## src/rtl/kbd_uart_pkg.sv

```systemverilog
`default_nettype none
// +--------------------------------------------------------------------+
// | kbd_uart_pkg : shared TX states and 8N1 frame constants            |
// | Revision     : 1.0                                                 |
// +--------------------------------------------------------------------+
package kbd_uart_pkg;

    localparam int DEFAULT_CLKS_PER_BIT = 208;
    localparam int DATA_BITS            = 8;
    localparam int STOP_BITS            = 1;

    localparam logic [3:0] IDLE_OH  = 4'b0001;
    localparam logic [3:0] START_OH = 4'b0010;
    localparam logic [3:0] DATA_OH  = 4'b0100;
    localparam logic [3:0] STOP_OH  = 4'b1000;

    typedef enum logic [3:0] {
        IDLE  = IDLE_OH,
        START = START_OH,
        DATA  = DATA_OH,
        STOP  = STOP_OH
    } tx_state_t;

endpackage
`default_nettype wire

```

## src/rtl/kbd_uart_tx_sync_fifo.sv

```systemverilog
`default_nettype none
// +--------------------------------------------------------------------+
// | sync_fifo : power-of-two FIFO, head visible combinationally        |
// | Revision  : 1.0                                                    |
// +--------------------------------------------------------------------+
module sync_fifo #(
    parameter int WIDTH = 8,
    parameter int DEPTH = 16
) (
    input  logic                     clk,
    input  logic                     reset,
    input  logic                     wr_en,
    input  logic [WIDTH-1:0]         wr_data,
    input  logic                     rd_en,
    output logic [WIDTH-1:0]         rd_data,
    output logic [$clog2(DEPTH):0]   count,
    output logic                     full,
    output logic                     empty
);

    localparam int AW = $clog2(DEPTH);

    logic [WIDTH-1:0] mem [DEPTH];
    logic [AW-1:0]    wr_ptr;
    logic [AW-1:0]    rd_ptr;
    logic             do_wr;
    logic             do_rd;

    assign full    = (count == (AW+1)'(DEPTH));
    assign empty   = (count == '0);
    assign do_wr   = wr_en && !full;
    assign do_rd   = rd_en && !empty;
    assign rd_data = mem[rd_ptr];

    always_ff @(posedge clk) begin
        if (do_wr) begin
            mem[wr_ptr] <= wr_data;
        end
    end

    // Pointers are exactly AW bits wide, so they wrap modulo DEPTH on their own.
    always_ff @(posedge clk or posedge reset) begin
        if (reset) begin
            wr_ptr <= '0;
            rd_ptr <= '0;
            count  <= '0;
        end else begin
            if (do_wr) wr_ptr <= wr_ptr + 1'b1;
            if (do_rd) rd_ptr <= rd_ptr + 1'b1;
            case ({do_wr, do_rd})
                2'b10:   count <= count + 1'b1;
                2'b01:   count <= count - 1'b1;
                default: count <= count;
            endcase
        end
    end

endmodule
`default_nettype wire

```

## src/rtl/kbd_uart_tx.sv

```systemverilog
`default_nettype none
// +--------------------------------------------------------------------+
// | kbd_uart_tx : buffers keyboard characters, sends them as 8N1 UART  |
// | Revision    : 1.0                                                  |
// +--------------------------------------------------------------------+
module kbd_uart_tx
    import kbd_uart_pkg::*;
#(
    parameter int CLKS_PER_BIT = DEFAULT_CLKS_PER_BIT,
    parameter int FIFO_DEPTH   = 16
) (
    input  logic                          clk,
    input  logic                          reset,
    input  logic [7:0]                    data,
    input  logic                          valid,
    output logic                          ready,
    input  logic                          cts,
    output logic                          tx,
    output logic                          busy,
    output logic [$clog2(FIFO_DEPTH):0]   fifo_count
);

    localparam logic [15:0] BIT_LAST  = 16'(CLKS_PER_BIT - 1);
    localparam logic [15:0] STOP_LAST = 16'(STOP_BITS * CLKS_PER_BIT - 1);
    localparam logic [2:0]  LAST_IDX  = 3'(DATA_BITS - 1);

    tx_state_t   state, next_state;
    logic [7:0]  shift, next_shift;
    logic [15:0] baud, next_baud;
    logic [2:0]  idx, next_idx;
    logic        next_tx;
    logic        pop;
    logic        ready_en;
    logic        full;
    logic        empty;
    logic [7:0]  head;

    // ready_en keeps ready low while reset is held, even though the FIFO is empty.
    assign ready = ready_en && !full;
    assign busy  = (state != IDLE);

    sync_fifo #(
        .WIDTH (8),
        .DEPTH (FIFO_DEPTH)
    ) u_fifo (
        .clk     (clk),
        .reset   (reset),
        .wr_en   (valid && ready),
        .wr_data (data),
        .rd_en   (pop),
        .rd_data (head),
        .count   (fifo_count),
        .full    (full),
        .empty   (empty)
    );

    always_ff @(posedge clk or posedge reset) begin
        if (reset) begin
            state    <= IDLE;
            tx       <= 1'b1;
            shift    <= '0;
            baud     <= '0;
            idx      <= '0;
            ready_en <= 1'b0;
        end else begin
            state    <= next_state;
            tx       <= next_tx;
            shift    <= next_shift;
            baud     <= next_baud;
            idx      <= next_idx;
            ready_en <= 1'b1;
        end
    end

    always_comb begin
        next_state = state;
        next_tx    = tx;
        next_shift = shift;
        next_baud  = baud;
        next_idx   = idx;
        pop        = 1'b0;
        case (state)
            IDLE: begin
                next_tx = 1'b1;
                if (!empty && cts) begin
                    pop        = 1'b1;
                    next_shift = head;
                    next_tx    = 1'b0;
                    next_baud  = '0;
                    next_state = START;
                end
            end
            START: begin
                if (baud == BIT_LAST) begin
                    next_baud  = '0;
                    next_tx    = shift[0];
                    next_idx   = '0;
                    next_state = DATA;
                end else begin
                    next_baud = baud + 1'b1;
                end
            end
            DATA: begin
                if (baud == BIT_LAST) begin
                    next_baud  = '0;
                    next_shift = shift >> 1;
                    if (idx == LAST_IDX) begin
                        next_tx    = 1'b1;
                        next_state = STOP;
                    end else begin
                        next_tx  = shift[1];
                        next_idx = idx + 1'b1;
                    end
                end else begin
                    next_baud = baud + 1'b1;
                end
            end
            STOP: begin
                if (baud == STOP_LAST) begin
                    next_baud  = '0;
                    next_state = IDLE;
                end else begin
                    next_baud = baud + 1'b1;
                end
            end
            default: begin
                next_tx    = 1'b1;
                next_baud  = '0;
                next_state = IDLE;
            end
        endcase
    end

endmodule
`default_nettype wire
```

## config.mk

```make
export PLATFORM = sky130hd
export DESIGN_NAME = kbd_uart_tx
export DESIGN_NICKNAME = d
export VERILOG_FILES = /design/src/rtl/kbd_uart_pkg.sv /design/src/rtl/kbd_uart_tx_sync_fifo.sv /design/src/rtl/kbd_uart_tx.sv
export SDC_FILE = /design/constraint.sdc
export NUM_CORES = 1
export LEC_CHECK = 0
export ABC_AREA = 1
export ABC_CLOCK_PERIOD_IN_PS = 2200
export BUFFER_PORTS_ARGS = -buffer_cell sky130_fd_sc_hd__buf_2
export CORE_MARGIN = 5
export CORE_UTILIZATION = 40
export CTS_BUF_LIST = sky130_fd_sc_hd__clkbuf_4 sky130_fd_sc_hd__clkbuf_8 sky130_fd_sc_hd__clkbuf_16
export CTS_CLUSTER_DIAMETER = 40
export DETAILED_ROUTE_END_ITERATION = 10
export GPL_ROUTABILITY_DRIVEN = 0
export PLACE_DENSITY_LB_ADDON = 0.3
export SLEW_MARGIN = 10
export SYNTH_ARGS = -nofsm -noshare
export SYNTH_HDL_FRONTEND = slang
export SYNTH_SLANG_ARGS = --single-unit
```

## constraint.sdc

```tcl
create_clock -name clk -period 2.2 [get_ports clk]
set_input_delay 0.44 -clock clk [delete_from_list [all_inputs] [get_ports clk]]
set_output_delay 0.44 -clock clk [all_outputs]
set_load 0.01 [all_outputs]
```

After elaboration in Yosys (flattened, before gate mapping)
Memories as Yosys holds them, arrays and structs flattened.
Cells that the tools add are included.
Operators by class
  reductions and logical operators: 16
  mux-type cells: 26
  add/sub/neg operators: 6
  equal/unequal tests: 16
  bitwise operators: 1
Operator list (number)
  $mux 16: 2
  $pmux 16 s2: 1
  $mux 4: 5
  $add 16x1->16 const B: 1
  $eq 16x8->1 const B: 1
  $mux 8: 2
  $pmux 4 s4: 1
  $pmux 8 s2: 1
  $ne 2x2->1 const B: 6
  $pmux 5 s2: 1
  $mux 3: 3
  $add 4x1->4 const B: 2
  $mux 1: 8
  $pmux 3 s2: 1
  $reduce_and 3->1: 2
  $reduce_bool 2->1: 3
  $add 5x1->5 const B: 1
  $eq 5x5->1 const B: 1
  $logic_and 1x1->1: 5
  $logic_not 5->1: 1
  $reduce_and 5->1: 1
  $sub 5x1->5 const B: 1
  $eq 4x1->1 const B: 1
  $eq 4x2->1 const B: 1
  12 further kinds: 13
Storage, ports and cells
  register bits: 46
  bits in writable memories: 128
  memories: 1
  input bits: 12
  output and inout port bits: 8
Memories
  u_fifo.mem: words 16, bits a word 8, read ports 1, clocked after Yosys merged registers in 0, wr ports 1, line kbd_uart_tx_sync_fifo.sv:23  | logic [WIDTH-1:0] mem [DEPTH];

Longest topological paths before layout
  word-level depth: 8
  depth in mapped cells: 15
  gate-level depth less buffers: 15

Hierarchy
Synthesis repeated with hierarchy kept, for this count alone.
Unflattened totals
  cells, all modules: 924
  area total of the unflattened synthesis: 8314.2 sq um
Modules (own cells, without submodules)
  sync_fifo: area an instance 6237.2 sq um, cells an instance 625, instances 1, sequential area each 4169.0 sq um
  kbd_uart_tx: area an instance 2077.0 sq um, cells an instance 299, instances 1, sequential area each 828.3 sq um

Least setup slack after synthesis
OpenSTA, ideal clock, no wires.
  path type: register -> register
  from: reg state[0]
  to: reg u_fifo.count[4]
  setup slack: -0.143 ns
  clock period less this slack: 2.343 ns
  stages on the path, launching flop included: 15
  required time: 2.073 ns
  library setup time: 0.127 ns
  arrival time: 2.216 ns
  cell sequence: dfstp_2 > nand3_1 > inv_2 > nand3_2 > inv_1 > ha_1 > inv_1 > fa_1 > inv_1 > a21oi_1 > nor2_1 > nor2_1 > xor2_1 > nand2_1 > o21ai_0
On the way
  longest elaborated chain between the ends: 5
  elaborated cells on any way between the ends: 7
  those cells by class: 3 x eq/ne; 2 x mux; 2 x reduce/logical
RTL lines
  start, declared: line kbd_uart_tx.sv:27  | tx_state_t state, next_state;
  start signal, assigned: line kbd_uart_tx.sv:66  | state <= next_state;
  $eq 4x1->1 *: line kbd_uart_tx.sv:82  | case (state)
  $mux 1 *: line kbd_uart_tx.sv:82
  $logic_and 1x1->1 *: line kbd_uart_tx_sync_fifo.sv:32  | assign do_rd = rd_en && !empty;
  net u_fifo.do_rd: line kbd_uart_tx_sync_fifo.sv:27  | logic do_rd;
  $eq 2x1->1 or $eq 2x2->1 (tied branches): line kbd_uart_tx_sync_fifo.sv:50  | case ({do_wr, do_rd})
  $pmux 5 s2 or $reduce_bool 2->1 (tied branches)
  end signal, assigned: line kbd_uart_tx_sync_fifo.sv:51  | 2'b10: count <= count + 1'b1;
  end signal, assigned: line kbd_uart_tx_sync_fifo.sv:52  | 2'b01: count <= count - 1'b1;
  end signal, assigned: line kbd_uart_tx_sync_fifo.sv:53  | default: count <= count;
  end, declared: line kbd_uart_tx_sync_fifo.sv:16  | output logic [$clog2(DEPTH):0] count,
Mark *: on every way through the listed nets, which the timed path passes. The rest lies on a longest branch.
A chain may end at the register's enable or synchronous reset.

Worst setup path in the final report
  from: reg u_fifo.count[2]
  to: reg u_fifo.count[4]
On the way
  longest elaborated chain between the ends: 8
  elaborated cells on any way between the ends: 17
  those cells by class: 2 x add/sub; 3 x eq/ne; 3 x mux; 9 x reduce/logical
RTL lines
  $logic_not 5->1: line kbd_uart_tx_sync_fifo.sv:30  | assign empty = (count == '0);
  $logic_not 1->1: line kbd_uart_tx_sync_fifo.sv:32, kbd_uart_tx.sv:85
  $logic_and 1x1->1: line kbd_uart_tx.sv:85  | if (!empty && cts) begin
  $mux 1: line kbd_uart_tx.sv:85
  $mux 1: line kbd_uart_tx.sv:82
  $logic_and 1x1->1: line kbd_uart_tx_sync_fifo.sv:32
  $eq 2x1->1 or $eq 2x2->1 (tied branches): line kbd_uart_tx_sync_fifo.sv:50
  $pmux 5 s2 or $reduce_bool 2->1 (tied branches)
Parallel ways exist; a longest one is shown, timed or not.

==> flow_summary.json <==
{
  "drcViolationCount": 0,
  "clock_sink_count": 174,
  "worst-path-max-fanout": 4,
  "powerDensity_nw_per_um2": 1199,
  "fin_nets": 919,
  "final_cycle_utilization_of_the_critical_path_pct": 94.40,
  "rows": 52,
  "holdCritPathClass": "primary input to asynchronous set/reset pin",
  "ir_drop_mv": 0.6056,
  "critical-path-top-delay-family": "simple AND/OR/NAND/NOR gates",
  "worst_slew_margin_rel_pct": 60.81,
  "tritoncts": "built",
  "global_route.usage.total_pct": 15.62,
  "cp_num_buf_inv": 4,
  "hold_worst_slack_ns": 0.03858,
  "synth_fp_nets": 869,
  "hold_violations": 0,
  "post_route_cells_drive_above_1_share_pct": 14.66,
  "ys_seq_elements": 174,
  "cap_viol_max_count": 0,
  "dpl-instance-area_um2": 8642,
  "ys.warnings.count": 0,
  "clock.fmax_mhz": 481.5,
  "io_pins": 20,
  "ctsHoldBuffers": 0,
  "seq_area_frac_synth_pct": 61.97,
  "cpMostUsedCell": "inv_2",
  "worst_setup_path_start_kind": "flip-flop",
  "detail_route.wirelength_um": 17740,
  "most_frequent_cells_in_the_layout": "nand2_1 (262), edfxtp_1 (128), nand3_1 (102)",
  "vias_in_the_first_global_route": 5475,
  "initial_utilization_pct": 40.24,
  "grt_overflow_total": 0,
  "ant_nets": 0,
  "clock_latency_ns": 0.44,
  "timing_worst_setup_path_type": "flip-flop to flip-flop",
  "hpwl_um": 11290,
  "fp.coreArea_um2": 20040,
  "numPlacedInstances": 1136,
  "reg2regPathDepth": 15,
  "status": "finished clean",
  "detailedRoute.firstIterationViolations": 346,
  "design_power_total_w": 0.01124,
  "worst_ep_required_time_ns": 2.52,
  "via_per_inst": 4.799,
  "instances_no_fill": 1177,
  "h_tree_levels": 4,
  "unrepaired_setup_endpoints_after_global_routing": "true",
  "die_area_um2": 23100,
  "fin_tns_setup_ns": 0,
  "static-leakage-power_nw": 4.112,
  "ctsRootBufferMaster": "clkbuf_16",
  "finalCriticalPeriod_ns": 2.077,
  "clk_path_buf_depth": 2,
  "detailroute.via_count": 5648,
  "slowest_delay_ns": 0.43,
  "worst_clock_skew_ns": 0.02063,
  "detail_route.first_pass.iterations": 5,
  "worstMarginPinSlew_ns": 0.5843,
  "synthesis.instances": 844,
  "die_height_um": 152.0,
  "cts.clk_slew.worst_paths_ns": 0.07,
  "post_synth_instance_area_um2": 8064,
  "worst_ep_arrival_ns": 2.39,
  "ant_diodes": 0,
  "timing.critical_path.slowest_stage_cell": "dfrtp_1",
  "antenna_found_initial": 0,
  "wl_per_cell_um": 15.07,
  "numCtsBuffers": 17,
  "grt_first_pass_wirelength_um": 28450,
  "crit_cells": 15,
  "synthesis_to_layout_area_growth_pct": 16.17,
  "post-route-cell-area_um2": 9368,
  "cell_chain_critical_path": "inv_1 > nand4_1 > nand2_1 > inv_2 > nand2_4 > ha_4 > inv_2 > fa_2 > inv_2 > a21oi_2 > nor2_1 > nor2_1 > xor2_1 > nand2_1 > o21ai_1",
  "synth_cell_type_count": 35,
  "maximum_number_of_pins_on_one_net_before_global_route_repair": 70,
  "category_of_the_worst_setup_path_capture_point": "flip-flop",
  "input_output_buffers": 19,
  "post_synth.cell_area_avg_um2": 9.554,
  "final_common_cell": "nand2_1",
  "die_width_um": 152.0,
  "slew_violations": 0,
  "finalSetupViolCount": 0
}
-- worst reg2reg max path, stage by stage, from the launching register on --
cell and delay, ns:
dfrtp_1 0.43, inv_1 0.12, nand4_1 0.12, nand2_1 0.10, inv_2 0.05, nand2_4 0.08
ha_4 0.17, inv_2 0.04, fa_2 0.35, inv_2 0.08, a21oi_2 0.05, nor2_1 0.10
nor2_1 0.06, xor2_1 0.13, nand2_1 0.06, o21ai_1 0.05
-- final cells by class --
| cell class | instances | area (um^2) |
|---|---|---|
| clock buffer | 17 | 425.4 |
| clock inverter | 15 | 187.7 |
| fill | 1931 | 10670 |
| inverter | 104 | 390.4 |
| multi-input combinational | 538 | 2594 |
| sequential | 174 | 5000 |
| tap | 270 | 337.8 |
| timing repair buffer | 59 | 432.9 |
-- per-layer routing --
metal	vias to the layer above	part of all wire, %	track usage, %
li1	2841	-	-
met1	2694	43	19.57
met2	95	51	27.27
met3	18	3.7	2.929
met4	0	1.7	5.265
met5	-	0	0
-- registers in the layout (all words and copies together), names as in the netlist --
| name | flops |
|---|---|
| baud | 16 |
| idx | 3 |
| ready_en | 1 |
| shift | 8 |
| state | 4 |
| tx | 1 |
| u_fifo.count | 5 |
| u_fifo.mem | 128 |
| u_fifo.rd_ptr | 4 |
| u_fifo.wr_ptr | 4 |
-- synth_stat cells (all sizes together) --
library cell	count	share of area [%]
nand2	270	13
edfxtp	128	48
nand3	108	7.1
inv	102	4.7
nor2	74	3.6
dfrtp	44	14
o21ai	27	1.7
buf	21	1.5
xor2	15	1.6
ha	12	1.9
a21oi	7	0.43
clkbuf	7	0.33
nand4	6	0.47
nor3	6	0.37
o211ai	3	0.28
o22ai	3	0.23
clkinv	2	0.093
dfstp	2	0.65
xnor2	2	0.22
a31oi	1	0.078
conb	1	0.047
fa	1	0.25
nand3b	1	0.093
or2	1	0.11
-- final timing paths --
kind                            startpoint               end  slack (ns)
min reg2reg                             tx                tx        0.48
max                        u_fifo.count[2]   u_fifo.count[4]        0.12
max reg2reg                u_fifo.count[2]   u_fifo.count[4]        0.12
min in group clk                       cts          state[1]        0.40
max in group asynchronous            reset                tx        1.59
min                                  reset  u_fifo.wr_ptr[3]        0.04
-- power by group --
part           internal [W]  switching (W)
clock network       0.00164        0.00145
logic               0.00138        0.00261
registers           0.00391       0.000252
-- what timing repair did --
action,in CTS,in global routing
buffers inserted,0,9
resized for setup,0,15
setup endpoints to repair,0,1
-- metrics by stage --
stage,util [%],worst slack (ns)
final,46.75,0.1232
after global routing,46.75,-0.07888
after CTS,46.19,0.02704
after detailed placement,43.13,0.02000
after global placement,43.13,0.06168
after floorplan,-,0.04099
-- kinds of logic (layout without fill, tap and decap cells) --
group	Yosys count	in the layout	synth area share, %
buf+inv	132	195	6.656
fa+ha+maj	13	13	2.110
simple gates	466	466	24.62
compound gates	41	41	2.746
flops	174	174	61.97
xor+xnor	17	17	1.846
other cells	1	1	0.04650
(Power assumes the default switching activity.)
